$ cat config.mk
export PLATFORM = sky130hd
export DESIGN_NAME = clk_period_meter_flat
export DESIGN_NICKNAME = d
export VERILOG_FILES = /design/src/rtl/clk_period_meter_if.sv /design/src/rtl/clk_period_meter.sv /design/src/flat_wrapper.sv
export SDC_FILE = /design/constraint.sdc
export NUM_CORES = 1
export LEC_CHECK = 0
export CAP_MARGIN = 10
export CORE_MARGIN = 5
export CORE_UTILIZATION = 50
export CTS_CLUSTER_DIAMETER = 100
export DETAILED_ROUTE_END_ITERATION = 12
export PLACE_DENSITY_LB_ADDON = 0.2
export SYNTH_ARGS = -nofsm -noshare
export SYNTH_HDL_FRONTEND = slang
export SYNTH_SLANG_ARGS = --single-unit
$ cat constraint.sdc
create_clock -name clock_in -period 3.6 [get_ports clock_in]
set_input_delay 0.36 -clock clock_in [delete_from_list [all_inputs] [get_ports clock_in]]
set_output_delay 0.36 -clock clock_in [all_outputs]
set_load 0.005 [all_outputs]
$ cat src/rtl/clk_period_meter_if.sv
// Result bundle for clk_period_meter: sampled divided clock in, measurements out.
// master = meter side, slave = status/debug consumer that also sources sig_in.
interface clk_period_meter_if #(
  parameter int CNT_W = 28
);
  logic             sig_in;
  logic [CNT_W-1:0] period_out;
  logic [CNT_W-1:0] high_out;
  logic             meas_valid;
  logic             locked;
  logic             timeout;
  logic             duty_err;

  modport master (
    input  sig_in,
    output period_out, high_out, meas_valid,
    output locked, timeout, duty_err
  );

  modport slave (
    output sig_in,
    input  period_out, high_out, meas_valid,
    input  locked, timeout, duty_err
  );
endinterface

$ cat src/rtl/clk_period_meter.sv
// Measures period/high time of a slow async clock; flags lock and timeout.
// Optional duty-cycle check enabled by defining DUTY_CHECK_EN.
module clk_period_meter #(
  parameter int CNT_W      = 28,
  parameter int EXPECTED   = 85106,
  parameter int TOL        = 16,
  parameter int LOCK_COUNT = 4,
  parameter int TIMEOUT    = 170212
) (
  input  logic clock_in,
  input  logic reset_n,
  clk_period_meter_if.master meter
);

  localparam int RUN_W = $clog2(LOCK_COUNT + 1);

  localparam logic [CNT_W-1:0] CNT_MAX = '1;
  localparam logic [CNT_W-1:0] TMO = CNT_W'(TIMEOUT);
  localparam logic [CNT_W:0] EXP_X = (CNT_W+1)'(EXPECTED);
  localparam logic [CNT_W:0] TOL_X = (CNT_W+1)'(TOL);
  localparam logic [RUN_W-1:0] RUN_MAX = RUN_W'(LOCK_COUNT);

  typedef enum logic {
    ACQUIRE,
    MEASURE
  } state_t;

  state_t           state;
  logic             s1;
  logic             s2;
  logic             prev;
  logic             rise;
  logic             tmo_hit;
  logic [CNT_W-1:0] cnt;
  logic [CNT_W-1:0] hcnt;
  logic [RUN_W-1:0] run;
  logic [RUN_W-1:0] run_nx;
  logic [CNT_W:0]   cnt_x;
  logic [CNT_W:0]   dev;
  logic             in_tol;
  logic             good;

  always_comb begin
    rise    = s2 & ~prev;
    tmo_hit = (cnt == TMO) & ~rise;
    cnt_x   = {1'b0, cnt};
    dev     = (cnt_x >= EXP_X) ? cnt_x - EXP_X
                               : EXP_X - cnt_x;
    in_tol  = dev <= TOL_X;
  end

`ifdef DUTY_CHECK_EN
  localparam logic [CNT_W+1:0] DTOL = (CNT_W+2)'(2 * TOL);

  logic [CNT_W+1:0] h2;
  logic [CNT_W+1:0] c2;
  logic [CNT_W+1:0] ddev;
  logic             duty_bad;

  always_comb begin
    h2       = {1'b0, hcnt, 1'b0};
    c2       = {2'b00, cnt};
    ddev     = (h2 >= c2) ? h2 - c2 : c2 - h2;
    duty_bad = ddev > DTOL;
    good     = in_tol & ~duty_bad;
  end
`else
  assign good = in_tol;
  assign meter.duty_err = 1'b0;
`endif

  always_comb begin
    run_nx = '0;
    if (good)
      run_nx = (run == RUN_MAX) ? run
                                : run + RUN_W'(1);
  end

  always_ff @(posedge clock_in or negedge reset_n) begin
    if (!reset_n) begin
      state            <= ACQUIRE;
      s1               <= 1'b0;
      s2               <= 1'b0;
      prev             <= 1'b0;
      cnt              <= '0;
      hcnt             <= '0;
      run              <= '0;
      meter.period_out <= '0;
      meter.high_out   <= '0;
      meter.meas_valid <= 1'b0;
      meter.locked     <= 1'b0;
      meter.timeout    <= 1'b0;
`ifdef DUTY_CHECK_EN
      meter.duty_err   <= 1'b0;
`endif
    end else begin
      s1   <= meter.sig_in;
      s2   <= s1;
      prev <= s2;
      meter.meas_valid <= 1'b0;

      if (rise)
        cnt <= CNT_W'(1);
      else if (cnt != CNT_MAX)
        cnt <= cnt + CNT_W'(1);

      if (rise)
        hcnt <= CNT_W'(1);
      else if (s2 && hcnt != CNT_MAX)
        hcnt <= hcnt + CNT_W'(1);

      // the first rise after acquire only opens a period
      unique case (1'b1)
        rise: begin
          if (state == ACQUIRE) begin
            state <= MEASURE;
          end else begin
            meter.period_out <= cnt;
            meter.high_out   <= hcnt;
            meter.meas_valid <= 1'b1;
            meter.timeout    <= 1'b0;
            run              <= run_nx;
            meter.locked     <= run_nx == RUN_MAX;
`ifdef DUTY_CHECK_EN
            meter.duty_err   <= duty_bad;
`endif
          end
        end
        tmo_hit: begin
          meter.timeout <= 1'b1;
          meter.locked  <= 1'b0;
          run           <= '0;
          state         <= ACQUIRE;
        end
        default: ;
      endcase
    end
  end

endmodule
$ cat src/flat_wrapper.sv
// flat-port wrapper written by rule: the top's interface ports become plain ports
module clk_period_meter_flat 
#(
  parameter int CNT_W      = 28,
  parameter int EXPECTED   = 85106,
  parameter int TOL        = 16,
  parameter int LOCK_COUNT = 4,
  parameter int TIMEOUT    = 170212
)
  (clock_in, reset_n, meter_sig_in, meter_period_out, meter_high_out, meter_meas_valid, meter_locked, meter_timeout, meter_duty_err);
  clk_period_meter_if #(.CNT_W(CNT_W)) meter_i ();
  input  logic clock_in;
  input  logic reset_n;
  input wire logic [$bits(meter_i.sig_in)-1:0] meter_sig_in;
  output wire logic [$bits(meter_i.period_out)-1:0] meter_period_out;
  output wire logic [$bits(meter_i.high_out)-1:0] meter_high_out;
  output wire logic [$bits(meter_i.meas_valid)-1:0] meter_meas_valid;
  output wire logic [$bits(meter_i.locked)-1:0] meter_locked;
  output wire logic [$bits(meter_i.timeout)-1:0] meter_timeout;
  output wire logic [$bits(meter_i.duty_err)-1:0] meter_duty_err;
  assign meter_i.sig_in = meter_sig_in;
  assign meter_period_out = meter_i.period_out;
  assign meter_high_out = meter_i.high_out;
  assign meter_meas_valid = meter_i.meas_valid;
  assign meter_locked = meter_i.locked;
  assign meter_timeout = meter_i.timeout;
  assign meter_duty_err = meter_i.duty_err;
  clk_period_meter #(.CNT_W(CNT_W), .EXPECTED(EXPECTED), .TOL(TOL), .LOCK_COUNT(LOCK_COUNT), .TIMEOUT(TIMEOUT)) u_core (.clock_in(clock_in), .reset_n(reset_n), .meter(meter_i));
endmodule
======== Word-level counts from Yosys, hierarchy flattened ========
Cells that the tools add are included.
storage, ports and cells
  output and inout port bits .............. 60
  logic and storage cells ................. 51
  input bits .............................. 3
  register bits after elaboration ......... 122
operators by class
  bitwise logic cells ..................... 4
  mux-type cells .......................... 16
  magnitude comparators ................... 2
  reduce and logical (&&, ||, !) cells .... 6
  add/subtract/negate cells ............... 5
  equality and inequality tests ........... 6
operators with widths
  cell                      count
  $mux W28                  4
  $add A28 B1 Y28 const B   2
  $ne A28 B28 Y1 const B    2
  $le A29 B5 Y1 const B     1
  $mux W29                  1
  $sub A17 B28 Y29 const A  1
  $sub A28 B17 Y29 const B  1
  $eq A28 B18 Y1 const B    1
  $ge A28 B17 Y1 const B    1
  $mux W3                   3
  $eq A3 B3 Y1 const B      2
  $pmux W1 S2               3
  $pmux W3 S2               1
  $reduce_bool A2 Y1        3
  $mux W1                   4
  $reduce_and A2 Y1         2
  $add A3 B1 Y3 const B     1
  $and A1 B1 Y1             2
  $ne A2 B1 Y1 const B      1
  $not A1 Y1                2
  $logic_and A1 B1 Y1       1

======== Depth between registers and ports, before layout ========
Gate-level depths: netlist of the first run.
  word-level depth ........................ 7
  depth in mapped cells ................... 13
  gate-level depth less buffers ........... 11

======== Worst setup path after synthesis of the first run ========
Ideal clock, no wire load.
  kind .................................... register to register
  start point ............................. register u_core.cnt[2]
  end point ............................... register u_core.run[2]
  required time ........................... 3.535 ns
  data arrival time ....................... 2.941 ns
  path buffers ............................ 2
  cell stages (with the launch flop) ...... 14
  period minus slack after synthesis ...... 3.006 ns
  library setup time ...................... 0.065 ns
  path slack .............................. 0.594 ns
  path through ............................ dfrtp_1 buf_2 inv_1 ha_1 nand2b_1 clkbuf_1 a311oi_4 o21ai_1 nor2_1 o21ai_0 xnor2_1 a2111o_1 a311oi_1 o21a_1
on the way
  cells in the longest elaborated chain, start to end .. 6
  elaborated cells on any way between the ends .. 12
  classes of those cells .................. add/sub: 2; order compare: 2; eq/ne: 1; mux: 4; bitwise: 1; reduce/logical: 2
ends and longest elaborated chain
  element                                   line                     source
  from (decl)                               clk_period_meter.sv:34   logic [CNT_W-1:0] cnt;
  from (signal assigned)                    clk_period_meter.sv:105  cnt <= cnt + CNT_W'(1);
  $sub A17 B28 Y29 (tied with other cells)  clk_period_meter.sv:48   : EXP_X - cnt_x;
  $mux W29                                  clk_period_meter.sv:47   dev = (cnt_x >= EXP_X) ? cnt_x - EXP_X
  $le A29 B5 Y1                             clk_period_meter.sv:49   in_tol = dev <= TOL_X;
  $mux W3                                   clk_period_meter.sv:74   if (good)
  $mux W3                                   clk_period_meter.sv:115  if (state == ACQUIRE) begin
  $pmux W3 S2                               clk_period_meter.sv:113  unique case (1'b1)
  to (signal assigned)                      clk_period_meter.sv:122  run <= run_nx;
  to (decl)                                 clk_period_meter.sv:36   logic [RUN_W-1:0] run;
Parallel ways exist; a longest one is shown, timed or not. The select of a mux whose other input is x is not followed.
A chain may end at the register's enable or synchronous reset.

======== Worst setup path in the final report of the first run ========
Ends and elaborated chain as after synthesis.

==> out/metrics.csv, run 1 <==
stage,metric,value,unit
run_status,status,"finished, violations left",
run_status,failing checks,hold timing,
cells_and_area,fillers,1097,
logic_synthesis,Yosys warning count,0,
worst_setup_path,R2R depth,11,
die,Die Ht,124.3,um
cells_and_area,nets,764,
placed_design,RD Place Congestion,0.9891,
worst_setup_path,CP Class,reg2reg,
worst_setup_path,crit start category,flop,
power_and_ir_drop,pwr/cell area,474.9,mW/mm^2
power_and_ir_drop,Gate power share,15.2,%
global_route,Congestion Overflow GR,0,
logic_synthesis,most frequent cells after synthesis,"dfrtp_1 (122), nor2_1 (76), nand2_1 (58), o21ai_0 (49), mux2_2 (39)",
clock_tree,CTS Sinks,122,
clock_tree,CTS H-tree lvls,4,
logic_synthesis,number of synthesized flops with an enable pin,0,
clock_tree,root buffer cell,clkbuf_16,
cells_and_area,layout cells sized above 1,16.49,%
logic_synthesis,top-count cell post-synth,dfrtp_1,
routing,DRT Wirelength,18.29,mm
logic_synthesis,post-synth cell types,66,
worst_setup_path,critical path arrival,3.69,ns
placed_design,Post-Place Cells,904,
cells_and_area,post-route insts no fill,936,
routing,1st-iter DRT viols,416,
worst_setup_path,Worst R2R Start,u_core.cnt[2],
worst_setup_path,flop-to-flop setup slack,0.26,ns
power_and_ir_drop,Switching Fraction,28.26,%
timing,Max-slew headroom,39.31,%
timing,final max-slew violation count,0,
timing,Final min period,3.338,ns
cells_and_area,Finished Cell Area,0.007985,mm^2
timing,total negative slack,0,ns
timing,Peak Freq,0.2996,GHz
worst_hold_path,HP Class,in2async,
timing,Setup-failing EPs final,0,
logic_synthesis,post-synthesis compound-gate area fraction,13.04,%
placed_design,Port Buffer Count,61,
routing,post-route ant nets,0,
logic_synthesis,top_reg_cell synth,dfrtp_1,
clock_tree,Clock Pin Slew Worst Setup and Hold Paths,0.06,ns
routing,DR vias,5456,
worst_setup_path,worst-path maximum fanout,10,
global_route,pin count of the biggest net entering global routing,75,
clock_tree,# hold bufs at CTS,0,
run,MaxCap Viol Count,0,
logic_synthesis,synth top area cells,"dfrtp_1 (47%), mux2_2 (6.7%), nor2_1 (4.4%), o21ai_0 (3.8%), xnor2_1 (3.8%)",
logic_synthesis,asr flop ratio synth,100.0,%
timing,RSZ-0062 raised after global routing,false,
die,total die area,0.01546,mm^2
logic_synthesis,sequential cell area fraction in the yosys report,46.71,%
worst_setup_path,Reg-to-Reg End,u_core.run[2],
clock_tree,CTS Buffer Depth,2,
logic_synthesis,Post-Synth XOR/XNOR Area,6.566,%
timing,Final period util,92.73,%
global_route,global-route wire length before repair,29.93,mm
routing,DRT Pass-1 Iters,5,
timing,worst-margin pin slew,0.9020,ns
die,site row count,41,
timing,final clock skew,0.008522,ns
clock_tree,TritonCTS clock tree,done,
clock_tree,buffer count from post-CTS setup fixing,0,
routing,Via density,5.829,
logic_synthesis,"Net Count, Synth",701,
placed_design,DP Area,0.007398,mm^2
power_and_ir_drop,leakage power,3.463,nW
logic_synthesis,largest family of logic cells by synthesized area,simple AND/OR/NAND/NOR gates,
routing,DRC viols,0,
global_route,vias in the first global route,5600,
power_and_ir_drop,P_int,0.002720,W
worst_setup_path,crit-path cells,"inv_1, ha_1, nand2b_1, a311oi_4, o21ai_1, nor2_2, o21ai_0, xnor2_1, a2111o_1, a311oi_1, o21a_1",
logic_synthesis,synthesized area,0.006536,mm^2
power_and_ir_drop,VDD IR-drop max,0.5232,mV
cells_and_area,Syn-to-layout area delta,22.17,%
clock_tree,CTS buffer count,17,
die,Initial Utilization,51.38,%
worst_setup_path,Critical Path Sink Type,flop,
power_and_ir_drop,Psw,0.001072,W
global_route,gr usage total,24.23,%
routing,wire per inst,19.54,um
worst_setup_path,CP max stage delay,0.50,ns
power_and_ir_drop,Sequential Power Share,40.4,%
logic_synthesis,Post-Synth Simple-Gate Area,19.79,%
logic_synthesis,Mapped Cells,688,
logic_synthesis,Synth Register Bits,122,
placed_design,dpl hpwl,13.06,mm
logic_synthesis,Mapped Avg Cell Area,9.500,um^2
cells_and_area,ant diodes,0,
logic_synthesis,area share of the largest cell type after synthesis,46.71,%
die,die width,124.3,um
power_and_ir_drop,clock power share,44.4,%
logic_synthesis,adder-cell share of the synthesized area,1.914,%
cells_and_area,area of the multi-input gates,0.003187,mm^2
worst_setup_path,Worst Path Required,3.95,ns
timing,Final Hold Violating Endpoints,6,
clock_tree,Skew-Pair Late Insertion Delay,0.42,ns
global_route,initial antenna violation count,0,
logic_synthesis,mux contribution to synthesized area,7.178,%
worst_setup_path,CP max-delay cell,a2111o_1,
die,Ports,63,
cells_and_area,FF/Latch Area,0.003053,mm^2
timing,Fin Hold WS,-0.01244,ns
logic_synthesis,leading area contributor after synthesis,dfrtp_1,
die,core footprint,0.01272,mm^2
## layer usage
| layer | vias up | track usage [%] | wire length [um] |
|---|---|---|---|
| met4 | 0 | 9.026 | 476 |
| met5 | - | 0 | 0 |
| li1 | 2541 | - | - |
| met1 | 2717 | 31.45 | 7945 |
| met2 | 161 | 39.09 | 8872 |
| met3 | 37 | 6.261 | 991 |
## logic make-up after synthesis
| family | Yosys count |
|---|---|
| simple gates | 261 |
| xor+xnor | 49 |
| mux | 42 |
| compound gates | 129 |
| other cells | 1 |
| flops | 122 |
| fa+ha+maj | 10 |
| buf+inv | 74 |
## layout make-up
| type | count | area share, % |
|---|---|---|
| clock inverter | 14 | 1.802 |
| inverter | 27 | 1.269 |
| clock buffer | 18 | 5.500 |
| tap | 172 | 2.695 |
| sequential | 122 | 38.23 |
| timing repair buffer | 91 | 10.59 |
| multi-input combinational | 492 | 39.91 |
## flip-flops by register name (all words and copies together) (netlist names)
register	flops
u_core.meter.period_out	28
u_core.s2	1
u_core.meter.high_out	28
u_core.cnt	28
u_core.hcnt	28
u_core.s1	1
u_core.meter.timeout	1
u_core.state	1
u_core.prev	1
u_core.meter.locked	1
u_core.run	3
u_core.meter.meas_valid	1
## worst max-delay path by stage
stage                    end  slack [ns]           start  depth (start not counted)
6_report       u_core.run[2]        0.26   u_core.cnt[2]                         11
5_1_grt        u_core.run[2]        0.01   u_core.cnt[2]                         11
4_1_cts        u_core.run[2]        0.20   u_core.cnt[2]                         11
3_5_place_dp   u_core.run[2]        0.22   u_core.cnt[2]                         11
3_3_place_gp   u_core.run[2]        0.38  u_core.cnt[22]                          9
2_1_floorplan  u_core.run[2]        0.59   u_core.cnt[2]                         13
## power by group through the flow
stage | clock [W] | sequential [W] | combinational (W)
floorplan | 0 | 0.00152 | 0.000339
global placement | 0 | 0.00155 | 0.000577
detailed placement | 0 | 0.00155 | 0.000572
CTS | 0.00171 | 0.00153 | 0.000575
global route | 0.00178 | 0.00154 | 0.000633
finish | 0.00168 | 0.00153 | 0.000577
## timing repair
item | 4_1_cts | 5_1_grt
endpoints found under the hold margin | 0 | 0
resized for setup | 0 | 2
endpoints found under the setup margin | 0 | 1
## placed cells by master (no fill, tap or decap), types with 6 or more instances in the layout
cell type,instances
dfrtp_1,122
nor2_1,75
clkdlybuf4s50_1,60
nand2_1,57
o21ai_0,49
mux2_2,39
a21oi_1,30
buf_4,30
nand3_1,29
xnor2_1,28
inv_1,27
xor2_1,21
nand4_1,17
or3_1,17
nor3_1,17
clkbuf_16,17
ha_1,10
and3_1,8
a211oi_1,6
## metrics by stage
stage          worst slack (ns)  utilization (%)  hold WS [ns]  power, W
2_1_floorplan            0.5942                -       0.06441  0.001857
3_3_place_gp             0.3764            58.15        0.3325  0.002124
3_5_place_dp             0.2173            58.15        0.3356  0.002125
4_1_cts                  0.1976            62.74       0.01792  0.003815
5_1_grt                 0.01161            62.77       0.04393  0.003952
6_report                 0.2617            62.77      -0.01244  0.003792
## worst max-delay path: cells and delay by family (launching register included)
family	cells	cell delay [ns]
compound gates	6	1.80
flops	1	0.48
buf+inv	1	0.18
fa+ha+maj	1	0.22
simple gates	2	0.44
xor+xnor	1	0.15
No activity file was read; power rests on OpenSTA's default activity.
==> inputs of run 2 (changes only) <==
CTS_BUF_LIST = sky130_fd_sc_hd__clkbuf_8   (was not set)
CTS_CLUSTER_SIZE = 28   (was not set)
DONT_BUFFER_PORTS = 1   (was not set)
==> run 2 against run 1 <==
Net effect:
- the flow now finishes without violations
- register-to-register slack better by 0.03 ns
- sequential power hardly changed
- design area fell by 9.3%
- largest power group is now registers
- global-route usage shrank 2.0 points
- clock skew grew 0.0046 ns
- flip-flop and latch count did not move
- first-iteration DRC count down 10%
- wire length decreased by 8.4%
- die area stayed put
- non-clock buffer count fell by 62
- combinational power down 17%
==> out/metrics.csv, run 2 (synthesis gave the netlist of run 1 again) <==
stage,metric,value,unit,change
cells_and_area,post-layout util,56.94,%,-5.8 points
run_status,status,finished clean,,
placed_design,RD Place Congestion,0.9345,,-5.5%
run,MaxCap Viol Count,0,,unchanged
die,die width,124.3,um,unchanged
worst_setup_path,CP max-delay cell,a2111o_1,,
global_route,GRT met3 Usage,6.261,%,unchanged
worst_setup_path,CP Class,reg2reg,,
power_and_ir_drop,VDD IR-drop max,0.2909,mV,-44%
clock_tree,root buffer cell,clkbuf_8,,
worst_setup_path,CP max stage delay,0.50,ns,about the same
cells_and_area,ant diodes,0,,unchanged
clock_tree,Skew-Pair Late Insertion Delay,0.44,ns,+0.02 ns
cells_and_area,"commonest non-fill, non-tap cells in the layout","dfrtp_1 (122), nor2_1 (75), nand2_1 (57), o21ai_0 (49), mux2_2 (39)",,
clock_tree,TritonCTS clock tree,done,,
worst_setup_path,critical path arrival,3.70,ns,about the same
worst_setup_path,Worst Path Required,3.99,ns,+0.04 ns
global_route,grt met1 use,28.83,%,-2.6 points
clock_tree,CTS Buffer Depth,2,,unchanged
worst_setup_path,crit-path cells,"inv_1, ha_1, nand2b_1, a311oi_4, o21ai_1, nor2_2, o21ai_0, xnor2_1, a2111o_1, a311oi_1, o21a_1",,
timing,Final Hold Violating Endpoints,0,,-6
clock_tree,CTS Sinks,122,,unchanged
routing,post-route ant nets,0,,unchanged
timing,Peak Freq,0.3019,GHz,+0.79%
worst_setup_path,Bufs and invs on worst path,1,,unchanged
worst_hold_path,HP Class,reg2reg,,
clock_tree,Clock Pin Slew Worst Setup and Hold Paths,0.07,ns,about the same
routing,DRT Wirelength,16.75,mm,-8.4%
global_route,gr usage total,22.24,%,-2.0 points
timing,Max-slew headroom,47.50,%,+8.2 points
timing,RSZ-0062 raised after global routing,false,,
global_route,met2 Usage GRT,35.34,%,-3.8 points
timing,worst-margin pin slew,0.7875,ns,-0.1145 ns
worst_setup_path,"CP delay by family, top",compound AO/OA/AOI/OAI gates,,
timing,Final min period,3.312,ns,-0.02629 ns
cells_and_area,"commonest non-fill, non-tap cell in the layout",dfrtp_1,,
die,Ports,63,,unchanged
placed_design,dpl hpwl,11.87,mm,-9.1%
worst_setup_path,Critical Path Sink Type,flop,,
routing,1st-iter DRT viols,374,,-10%
die,core footprint,0.01272,mm^2,unchanged
placed_design,Port Buffer Count,0,,-100%
clock_tree,buffer count from post-CTS setup fixing,0,,unchanged
routing,DRC viols,0,,unchanged
global_route,vias in the first global route,5107,,-8.8%
worst_setup_path,crit start category,flop,,
power_and_ir_drop,pwr/cell area,465.7,mW/mm^2,-1.9%
global_route,global-route wire length before repair,27.72,mm,-7.4%
global_route,pin count of the biggest net entering global routing,123,,+64%
routing,DR vias,5145,,-5.7%
die,total die area,0.01546,mm^2,unchanged
routing,DRT Pass-1 Iters,5,,unchanged
timing,total negative slack,0,ns,unchanged
timing,final max-slew violation count,0,,unchanged
timing,Setup-failing EPs final,0,,unchanged
die,Initial Utilization,51.38,%,unchanged
global_route,Most Crowded Layer GR,met2,,
routing,wire per inst,19.16,um,-1.9%
clock_tree,CTS H-tree lvls,4,,unchanged
cells_and_area,nets,702,,-8.1%
routing,Via density,5.887,,+0.99%
global_route,Congestion Overflow GR,0,,unchanged
cells_and_area,Syn-to-layout area delta,10.83,%,
die,site row count,41,,unchanged
timing,Final period util,92.00,%,-0.73 points
timing,final clock skew,0.01308,ns,+0.004554 ns
global_route,initial antenna violation count,0,,unchanged
cells_and_area,layout cells sized above 1,17.09,%,+0.60 points
power_and_ir_drop,leakage power,3.194,nW,-7.8%
clock_tree,CTS buffer count,17,,unchanged
die,Die Ht,124.3,um,unchanged
worst_setup_path,worst-path maximum fanout,10,,unchanged
run 2: final cells by class:
class	count	area, um^2
repair buffers	29	242.7
clock inverters	12	171.4
flip-flops and latches	122	3053
inverters	27	101.3
multi-input cells	492	3186
fillers	1154	5478
clock buffers	20	275.3
well taps	172	215.2
run 2: path summary, 6_finish.rpt:
| kind | endpoint | from | cells past startpoint | slack, ns |
|---|---|---|---|---|
| worst max-delay path | u_core.run[2] | u_core.cnt[2] | 11 | 0.29 |
| worst min-delay path | u_core.s2 | u_core.s1 | 0 | 0.36 |
| worst max register to register | u_core.run[2] | u_core.cnt[2] | 11 | 0.29 |
| worst min register to register | u_core.s2 | u_core.s1 | 0 | 0.36 |
| max in group asynchronous | u_core.hcnt[1] | reset_n | 2 | 2.56 |
| min in group asynchronous | u_core.meter.period_out[14] | reset_n | 2 | 0.48 |
run 2: metrics by stage:
step / std cells / setup slack [ns] / total power [W] / hold slack (ns) / area [um^2]
6_report: 874 / 0.2880 / 0.003374 / 0.3565 / 7244
3_3_place_gp: 839 / 0.3559 / 0.001999 / 0.06830 / 6748
2_1_floorplan: 688 / 0.5942 / 0.001857 / 0.06441 / 6536
4_1_cts: 874 / 0.1288 / 0.003394 / 0.3636 / 7242
5_1_grt: 874 / 0.06457 / 0.003537 / 0.3834 / 7244
3_5_place_dp: 839 / 0.1650 / 0.002000 / 0.06839 / 6748
run 2: what timing repair did:
action / CTS / global route
gates resized for setup: 0 / 1
hold buffers: 3 / 0
endpoints found under the hold margin: 123 / 0
setup endpoints to repair: 0 / 2
run 2: per-layer routing:
metal  vias up  wire length [um]  share of wire [%]
met5         -                 0                  0
met4         0               394                2.4
met3        29              1033                6.2
met2       173              8066                 48
met1      2539              7254                 43
li1       2404                 -                  -
run 2: power by group:
group	total, W	switching (W)	internal, W
combinational	0.000477	0.000309	0.000168
clock	0.00136	0.000549	0.000806
sequential	0.00154	0.000100	0.00144
total	0.00337	0.000958	0.00242
